--- config.mk ---
export PLATFORM = sky130hd
export DESIGN_NAME = shift_rows_serial
export DESIGN_NICKNAME = d
export VERILOG_FILES = /design/src/rtl/shift_rows_serial_pkg.sv /design/src/rtl/shift_rows_bank.sv /design/src/rtl/shift_rows_serial.sv
export SDC_FILE = /design/constraint.sdc
export NUM_CORES = 1
export LEC_CHECK = 0
export CAP_MARGIN = 0
export CORE_ASPECT_RATIO = 1.5
export CORE_UTILIZATION = 45
export CTS_CLUSTER_DIAMETER = 120
export CTS_CLUSTER_SIZE = 24
export DETAILED_ROUTE_END_ITERATION = 16
export PLACE_DENSITY = 0.68
export SLEW_MARGIN = 20
export SYNTH_ARGS = -nofsm -noshare
export SYNTH_HDL_FRONTEND = slang
export SYNTH_SLANG_ARGS = --single-unit
--- constraint.sdc ---
create_clock -name clk -period 7.6 [get_ports clk]
set_input_delay 1.52 -clock clk [delete_from_list [all_inputs] [get_ports clk]]
set_output_delay 1.52 -clock clk [all_outputs]
set_load 0.03 [all_outputs]
--- src/rtl/shift_rows_serial_pkg.sv ---
`default_nettype none
// ------------------------------------------------------------------------
// shift_rows_serial_pkg -- shared AES column/byte constants and byte indexing
// Rev 1.0
// ------------------------------------------------------------------------
package shift_rows_serial_pkg;

  localparam int COL_W    = 32;
  localparam int BYTE_W   = 8;
  localparam int NUM_COLS = 4;
  localparam int NUM_ROWS = COL_W / BYTE_W;
  localparam int STATE_W  = COL_W * NUM_COLS;
  localparam int CNT_W    = 2;

  localparam logic [CNT_W-1:0] FIRST_COL = '0;
  localparam logic [CNT_W-1:0] LAST_COL  = CNT_W'(NUM_COLS - 1);

  typedef enum logic [1:0] {
    BANK_FILL  = 2'd0,
    BANK_FULL  = 2'd1,
    BANK_DRAIN = 2'd2
  } bank_state_e;

  // Flat byte position of (column, row) inside a column-major 128-bit state.
  function automatic int byte_idx(input int col, input int row);
    return col * NUM_ROWS + row;
  endfunction

  // Input column that supplies output column col at row row.
  function automatic int src_col(input int col, input int row, input logic inv);
    if (inv) begin
      return (col - row + NUM_COLS) % NUM_COLS;
    end
    return (col + row) % NUM_COLS;
  endfunction

endpackage
`default_nettype wire

--- src/rtl/shift_rows_bank.sv ---
`default_nettype none
// ------------------------------------------------------------------------
// shift_rows_bank -- one 128-bit state buffer with FILL/FULL/DRAIN control
// Rev 1.0  (inverse mapping with SHIFT_ROWS_SERIAL_INV_EN)
// ------------------------------------------------------------------------
module shift_rows_bank
  import shift_rows_serial_pkg::*;
(
  input  logic             clk,
  input  logic             rst,
  input  logic             wr_en,
  input  logic [COL_W-1:0] wr_data,
`ifdef SHIFT_ROWS_SERIAL_INV_EN
  input  logic             wr_inv,
`endif
  input  logic             rd_en,
  output logic             is_fill,
  output logic             has_data,
  output logic             wr_last,
  output logic             rd_last,
  output logic [COL_W-1:0] rd_data
);

  bank_state_e        state_q, state_d;
  logic [CNT_W-1:0]   fill_cnt_q, fill_cnt_d;
  logic [CNT_W-1:0]   drain_cnt_q, drain_cnt_d;
  logic [STATE_W-1:0] buf_q, buf_d;
  logic               sel_inv;

`ifdef SHIFT_ROWS_SERIAL_INV_EN
  logic inv_q, inv_d;

  always_comb begin
    inv_d = inv_q;
    if (wr_en && (state_q == BANK_FILL) && (fill_cnt_q == FIRST_COL)) begin
      inv_d = wr_inv;
    end
  end

  always_ff @(posedge clk or posedge rst) begin
    if (rst) begin
      inv_q <= 1'b0;
    end else begin
      inv_q <= inv_d;
    end
  end

  assign sel_inv = inv_q;
`else
  assign sel_inv = 1'b0;
`endif

  // FULL presents column 0; DRAIN covers columns 1..3.
  always_comb begin
    state_d     = state_q;
    fill_cnt_d  = fill_cnt_q;
    drain_cnt_d = drain_cnt_q;
    case (state_q)
      BANK_FILL: begin
        if (wr_en) begin
          fill_cnt_d = fill_cnt_q + 1'b1;
          if (fill_cnt_q == LAST_COL) begin
            state_d     = BANK_FULL;
            drain_cnt_d = FIRST_COL;
          end
        end
      end
      BANK_FULL: begin
        if (rd_en) begin
          drain_cnt_d = drain_cnt_q + 1'b1;
          state_d     = BANK_DRAIN;
        end
      end
      BANK_DRAIN: begin
        if (rd_en) begin
          drain_cnt_d = drain_cnt_q + 1'b1;
          if (drain_cnt_q == LAST_COL) begin
            state_d    = BANK_FILL;
            fill_cnt_d = FIRST_COL;
          end
        end
      end
      default: begin
        state_d     = BANK_FILL;
        fill_cnt_d  = FIRST_COL;
        drain_cnt_d = FIRST_COL;
      end
    endcase
  end

  always_ff @(posedge clk or posedge rst) begin
    if (rst) begin
      state_q     <= BANK_FILL;
      fill_cnt_q  <= FIRST_COL;
      drain_cnt_q <= FIRST_COL;
    end else begin
      state_q     <= state_d;
      fill_cnt_q  <= fill_cnt_d;
      drain_cnt_q <= drain_cnt_d;
    end
  end

  always_comb begin
    buf_d = buf_q;
    if (wr_en && (state_q == BANK_FILL)) begin
      for (int r = 0; r < NUM_ROWS; r++) begin
        buf_d[byte_idx(int'(fill_cnt_q), r)*BYTE_W +: BYTE_W] = wr_data[r*BYTE_W +: BYTE_W];
      end
    end
  end

  // Data storage carries no reset; validity is tracked by the control state.
  always_ff @(posedge clk) begin
    buf_q <= buf_d;
  end

  always_comb begin
    rd_data = '0;
    for (int r = 0; r < NUM_ROWS; r++) begin
      rd_data[r*BYTE_W +: BYTE_W] =
        buf_q[byte_idx(src_col(int'(drain_cnt_q), r, sel_inv), r)*BYTE_W +: BYTE_W];
    end
  end

  assign is_fill  = (state_q == BANK_FILL);
  assign has_data = (state_q == BANK_FULL) || (state_q == BANK_DRAIN);
  assign wr_last  = (fill_cnt_q == LAST_COL);
  assign rd_last  = (state_q == BANK_DRAIN) && (drain_cnt_q == LAST_COL);

endmodule
`default_nettype wire

--- src/rtl/shift_rows_serial.sv ---
`default_nettype none
// ------------------------------------------------------------------------
// shift_rows_serial -- column-serial AES ShiftRows with BANKS ping-pong buffers
// Rev 1.0  (define SHIFT_ROWS_SERIAL_INV_EN for the inv port / inverse mapping)
// ------------------------------------------------------------------------
module shift_rows_serial
  import shift_rows_serial_pkg::*;
#(
  parameter int BANKS = 2
) (
  input  logic             clk,
  input  logic             rst,
`ifdef SHIFT_ROWS_SERIAL_INV_EN
  input  logic             inv,
`endif
  input  logic             in_valid,
  output logic             in_ready,
  input  logic [COL_W-1:0] in_data,
  output logic             out_valid,
  input  logic             out_ready,
  output logic [COL_W-1:0] out_data,
  output logic             out_last
);

  logic [BANKS-1:0] bank_fill;
  logic [BANKS-1:0] bank_has_data;
  logic [BANKS-1:0] bank_wr_last;
  logic [BANKS-1:0] bank_rd_last;
  logic [BANKS-1:0] bank_wr_en;
  logic [BANKS-1:0] bank_rd_en;
  logic [COL_W-1:0] bank_rd_data [BANKS];

  logic             wr_ptr_q, wr_ptr_d;
  logic             rd_ptr_q, rd_ptr_d;
  logic             in_fire, out_fire;
  logic             sel_fill, sel_wr_last, sel_has_data, sel_rd_last;
  logic [COL_W-1:0] sel_rd_data;

  genvar g;
  generate
    for (g = 0; g < BANKS; g++) begin : g_bank
      assign bank_wr_en[g] = in_fire  && (wr_ptr_q == 1'(g));
      assign bank_rd_en[g] = out_fire && (rd_ptr_q == 1'(g));

      shift_rows_bank u_bank (
        .clk      (clk),
        .rst      (rst),
        .wr_en    (bank_wr_en[g]),
        .wr_data  (in_data),
`ifdef SHIFT_ROWS_SERIAL_INV_EN
        .wr_inv   (inv),
`endif
        .rd_en    (bank_rd_en[g]),
        .is_fill  (bank_fill[g]),
        .has_data (bank_has_data[g]),
        .wr_last  (bank_wr_last[g]),
        .rd_last  (bank_rd_last[g]),
        .rd_data  (bank_rd_data[g])
      );
    end
  endgenerate

  always_comb begin
    sel_fill     = 1'b0;
    sel_wr_last  = 1'b0;
    sel_has_data = 1'b0;
    sel_rd_last  = 1'b0;
    sel_rd_data  = '0;
    for (int b = 0; b < BANKS; b++) begin
      if (wr_ptr_q == 1'(b)) begin
        sel_fill    = bank_fill[b];
        sel_wr_last = bank_wr_last[b];
      end
      if (rd_ptr_q == 1'(b)) begin
        sel_has_data = bank_has_data[b];
        sel_rd_last  = bank_rd_last[b];
        sel_rd_data  = bank_rd_data[b];
      end
    end
  end

  // Strict alternation keeps the write bank the oldest free one, so its FILL
  // flag alone tells whether any bank can take a beat.
  assign in_ready  = sel_fill;
  assign out_valid = sel_has_data;
  assign out_last  = sel_has_data & sel_rd_last;
  assign out_data  = sel_has_data ? sel_rd_data : '0;

  assign in_fire  = in_valid  & in_ready;
  assign out_fire = out_valid & out_ready;

  always_comb begin
    wr_ptr_d = wr_ptr_q;
    rd_ptr_d = rd_ptr_q;
    if (BANKS > 1) begin
      if (in_fire && sel_wr_last) begin
        wr_ptr_d = ~wr_ptr_q;
      end
      if (out_fire && sel_rd_last) begin
        rd_ptr_d = ~rd_ptr_q;
      end
    end
  end

  always_ff @(posedge clk or posedge rst) begin
    if (rst) begin
      wr_ptr_q <= 1'b0;
      rd_ptr_q <= 1'b0;
    end else begin
      wr_ptr_q <= wr_ptr_d;
      rd_ptr_q <= rd_ptr_d;
    end
  end

endmodule
`default_nettype wire
==> flow_summary_export.csv <==
group,metric,value,unit
timing,fin_ws,2.38,ns
clocking,path_clk_slew,0.10,ns
detailed_routing,postRouteAntennaNets,0,
worst_setup_path,cp_top_family,"adder cells",
power,power.density,347,nW/um^2
global_routing,grt_pass1_vias,7818,
synth,ys_seq_area_share,63.2,%
worst_setup_path,cpPeakStageDelay,1.12,ns
worst_setup_path,reg2reg_slack,4.68,ns
global_routing,grt_pass1_wl,46400,um
floorplanning,die_y,208,um
finish,antenna_cells,0,
worst_hold_path,hold_depth,1,
clocking,clkLatencyLatePin,0.50,ns
place,dp_cells,1192,
synth,synth_cell_types,41,
floorplanning,io_pins,71,
timing,setup_tns,0,ns
floorplanning,initial_core_util,45.7,%
worst_setup_path,cp_max_fo,19,
worst_setup_path,cp-start-kind,"register",
place,dp_hpwl,18800,um
floorplanning,fp.dieW,139,um
global_routing,grt_max_degree,46,
power,p_leak,5.21,nW
finish,fin_cells,1218,
timing,period_minus_slack,5.22,ns
worst_setup_path,path_class,"reg2out",
clocking,cts_hold_buffers,0,
global_routing,antenna_found_initial,1,
clocking,cts_resized,0,
place,gp_congestion,0.811,
synth,syn_inst,818,
global_routing,grt.total_usage,21.4,%
finish,area_delta_synth_final,11.0,%
worst_setup_path,setup.worst_path.end_class,"output port",
floorplanning,rows,75,
finish,finalNetCount,925,
floorplanning,die-area,29000,sq um
clocking,cts_root_buf,"clkbuf_16",
synth,yosys_warnings,0,
place,numPortBuffers,70,
detailed_routing,wl,30500,um
timing,fin_skew,0.0244,ns
timing,worst_slew_pin_slew,1.09,ns
detailed_routing,vias_per_cell,6.08,
worst_hold_path,holdCritPathClass,"reg2reg",
floorplanning,coreArea,27900,sq um
synth,synthesis.area,12700,sq um
worst_hold_path,whs_endpoint,"g_bank[0].u_bank.state_q[0]",
worst_setup_path,worst_path_max_delay_cell,"ha_1",
status,outcome,"finished clean",
timing,fin_crit_sh,68.7,%
timing,setup_viol,0,
clocking,cts_setup_buffers,0,
place,pre_cts_slack,2.86,ns
finish,layout-drive-gt1-share,11.1,%
worst_setup_path,r2r_start,"g_bank[0].u_bank.fill_cnt_q[1]",
synth,ys_ff_latch,270,
worst_setup_path,rr_worst_depth,4,
worst_setup_path,critPathBufInv,1,
timing,rsz0062_at_grt,"no",
worst_setup_path,arrival,3.70,ns
timing,fmax,0.192,GHz
power,ir_drop,0.303,mV
clocking,cts_tree,"built",
worst_setup_path,r2r_end,"g_bank[0].u_bank.buf_q[0]",
detailed_routing,wl_per_cell,25.0,um
timing,relSlewSlack,27.4,%
clocking,htreeDepth,1,
worst_setup_path,path_cells,"ha_1 -> mux4_2 -> a32o_1 -> clkdlybuf4s50_1",
detailed_routing,dr.pass1.iters,5,
worst_setup_path,worstPathRequired,6.08,ns
flow_run,drv_cap,0,
synth,syn-num-nets,880,
clocking,clock-sinks,270,
clocking,clk_path_buf_depth,3,
global_routing,grt-ovfl-total,0,
timing,final_hold_viol_count,0,
worst_hold_path,hp-start,"g_bank[0].u_bank.state_q[0]",
detailed_routing,drt_iter0_markers,619,
detailed_routing,vias,7409,
detailed_routing,drcViolationCount,0,
timing,maxSlewViolCount,0,
clocking,cts_buffers,15,
synth,synth.avg_cell_area,15.6,sq um
-- kinds of logic (layout without fill, tap and decap cells) --
family                     count (synthesis)  in the layout  share of synthesized area (%)
adders and majority gates                 26             26                           2.56
AOI/OAI and AO/OA                         59             59                           3.97
muxes                                     68             68                           12.0
DFF                                      270            270                           63.2
and+or+nand+nor                          320            320                           15.3
buffers and inverters                     75            129                           3.01
-- Yosys cell counts --
cell type,count,area share (%)
a21boi_0,1,0.059
a21o_1,1,0.059
a21oi_1,5,0.20
a221oi_2,1,0.12
a22o_1,2,0.14
a31oi_1,4,0.20
a32o_1,33,2.6
a41oi_1,1,0.069
and2_1,115,5.7
and3_1,164,8.1
and3b_1,1,0.069
buf_1,2,0.059
buf_12,3,0.47
buf_2,12,0.47
buf_4,2,0.12
buf_6,4,0.35
clkbuf_1,39,1.2
dfrtp_1,14,2.8
edfxtp_1,256,60
ha_1,26,2.6
inv_1,13,0.38
mux2_1,1,0.088
mux2_2,2,0.18
mux2i_1,1,0.079
mux4_1,11,2.3
mux4_2,53,9.4
nand2_1,11,0.32
nand2b_1,2,0.098
nand3_1,3,0.12
nand3b_1,1,0.059
nand4_1,2,0.098
nand4b_1,1,0.069
nor2_1,11,0.32
nor2b_1,2,0.098
nor3_1,4,0.16
nor3b_1,3,0.18
o211ai_1,1,0.059
o21ai_0,5,0.20
o22ai_1,2,0.098
o31a_1,1,0.069
o31ai_1,2,0.12
-- layout make-up --
type	instances	area, sq um
clock inverter	2	28.8
inverter	13	48.8
sequential	270	8040
fill	2289	13700
timing repair buffer	90	851
multi-input combinational	473	4310
clock buffer	24	409
tap	346	433
-- power by group --
| part | switching [mW] | internal [mW] | total (mW) |
|---|---|---|---|
| clock network | 0.475 | 0.384 | 0.859 |
| logic | 1.31 | 0.818 | 2.13 |
| registers | 0.0648 | 1.85 | 1.92 |
| total | 1.85 | 3.05 | 4.90 |
-- cells in the final DEF, fill, tap and decap left out, types with 2 or more instances in the layout --
master / synthesis / final
nand2b_1: 2 / 2
a21oi_1: 5 / 5
o31ai_1: 2 / 2
dfrtp_2: 0 / 3
clkbuf_1: 39 / 9
ha_1: 26 / 26
nor2_1: 11 / 11
a31oi_1: 4 / 4
o21ai_0: 5 / 5
a32o_1: 33 / 33
clkbuf_16: 0 / 15
nand3_1: 3 / 3
inv_1: 13 / 13
buf_4: 2 / 20
nor3b_1: 3 / 3
edfxtp_1: 256 / 256
dfrtp_1: 14 / 11
mux2_2: 2 / 2
nand2_1: 11 / 11
clkdlybuf4s50_1: 0 / 70
mux4_2: 53 / 53
o22ai_1: 2 / 2
nand4_1: 2 / 2
a22o_1: 2 / 2
mux4_1: 11 / 11
nor3_1: 4 / 4
and2_1: 115 / 115
and3_1: 164 / 164
-- worst reg2reg max path: cells and delay by family (launching register included) --
| kind | cells | cell delay, ns |
|---|---|---|
| AND/OR/NAND/NOR | 2 | 1.10 |
| buffers and inverters | 1 | 0.64 |
| adder cells (fa/ha/maj) | 1 | 0.63 |
| flip-flops | 1 | 0.40 |
-- worst max-delay path by stage --
stage	startpoint	end	slack, ns	depth (start not counted)
after CTS	g_bank[1].u_bank.drain_cnt_q[1]	out_data[9]	2.32	4
after detailed placement	g_bank[1].u_bank.drain_cnt_q[1]	out_data[9]	2.86	4
final	g_bank[1].u_bank.drain_cnt_q[1]	out_data[11]	2.38	4
after floorplan	g_bank[0].u_bank.drain_cnt_q[0]	out_data[24]	4.29	5
after global placement	g_bank[1].u_bank.drain_cnt_q[1]	out_data[11]	2.91	4
after global routing	g_bank[1].u_bank.drain_cnt_q[1]	out_data[11]	2.21	4
-- through the flow --
stage	hold slack (ns)	utilization (%)	area [sq um]	power, mW
floorplan	0.488	-	12700	3.29
global placement	0.502	49.1	13700	4.05
finish	0.534	50.7	14100	4.90
CTS	0.539	50.7	14100	4.93
detailed placement	0.516	49.1	13700	4.09
global route	0.568	50.7	14100	5.09
-- sequential cells by signal (all words and copies together) (netlist names) --
signal	flops
g_bank.u_bank.buf_q	256
g_bank.u_bank.drain_cnt_q	4
g_bank.u_bank.fill_cnt_q	4
g_bank.u_bank.state_q	4
rd_ptr_q	1
wr_ptr_q	1
-- metal layers --
| layer | part of all wire (%) | GRT usage, % | wire length, um |
|---|---|---|---|
| met4 | 2.5 | 6.40 | 760 |
| met2 | 56 | 41.2 | 17000 |
| met5 | 0.039 | 0 | 12 |
| met3 | 5.3 | 2.39 | 1620 |
| met1 | 36 | 24.7 | 11100 |
Note: power is estimated with default switching activity, not from simulation.
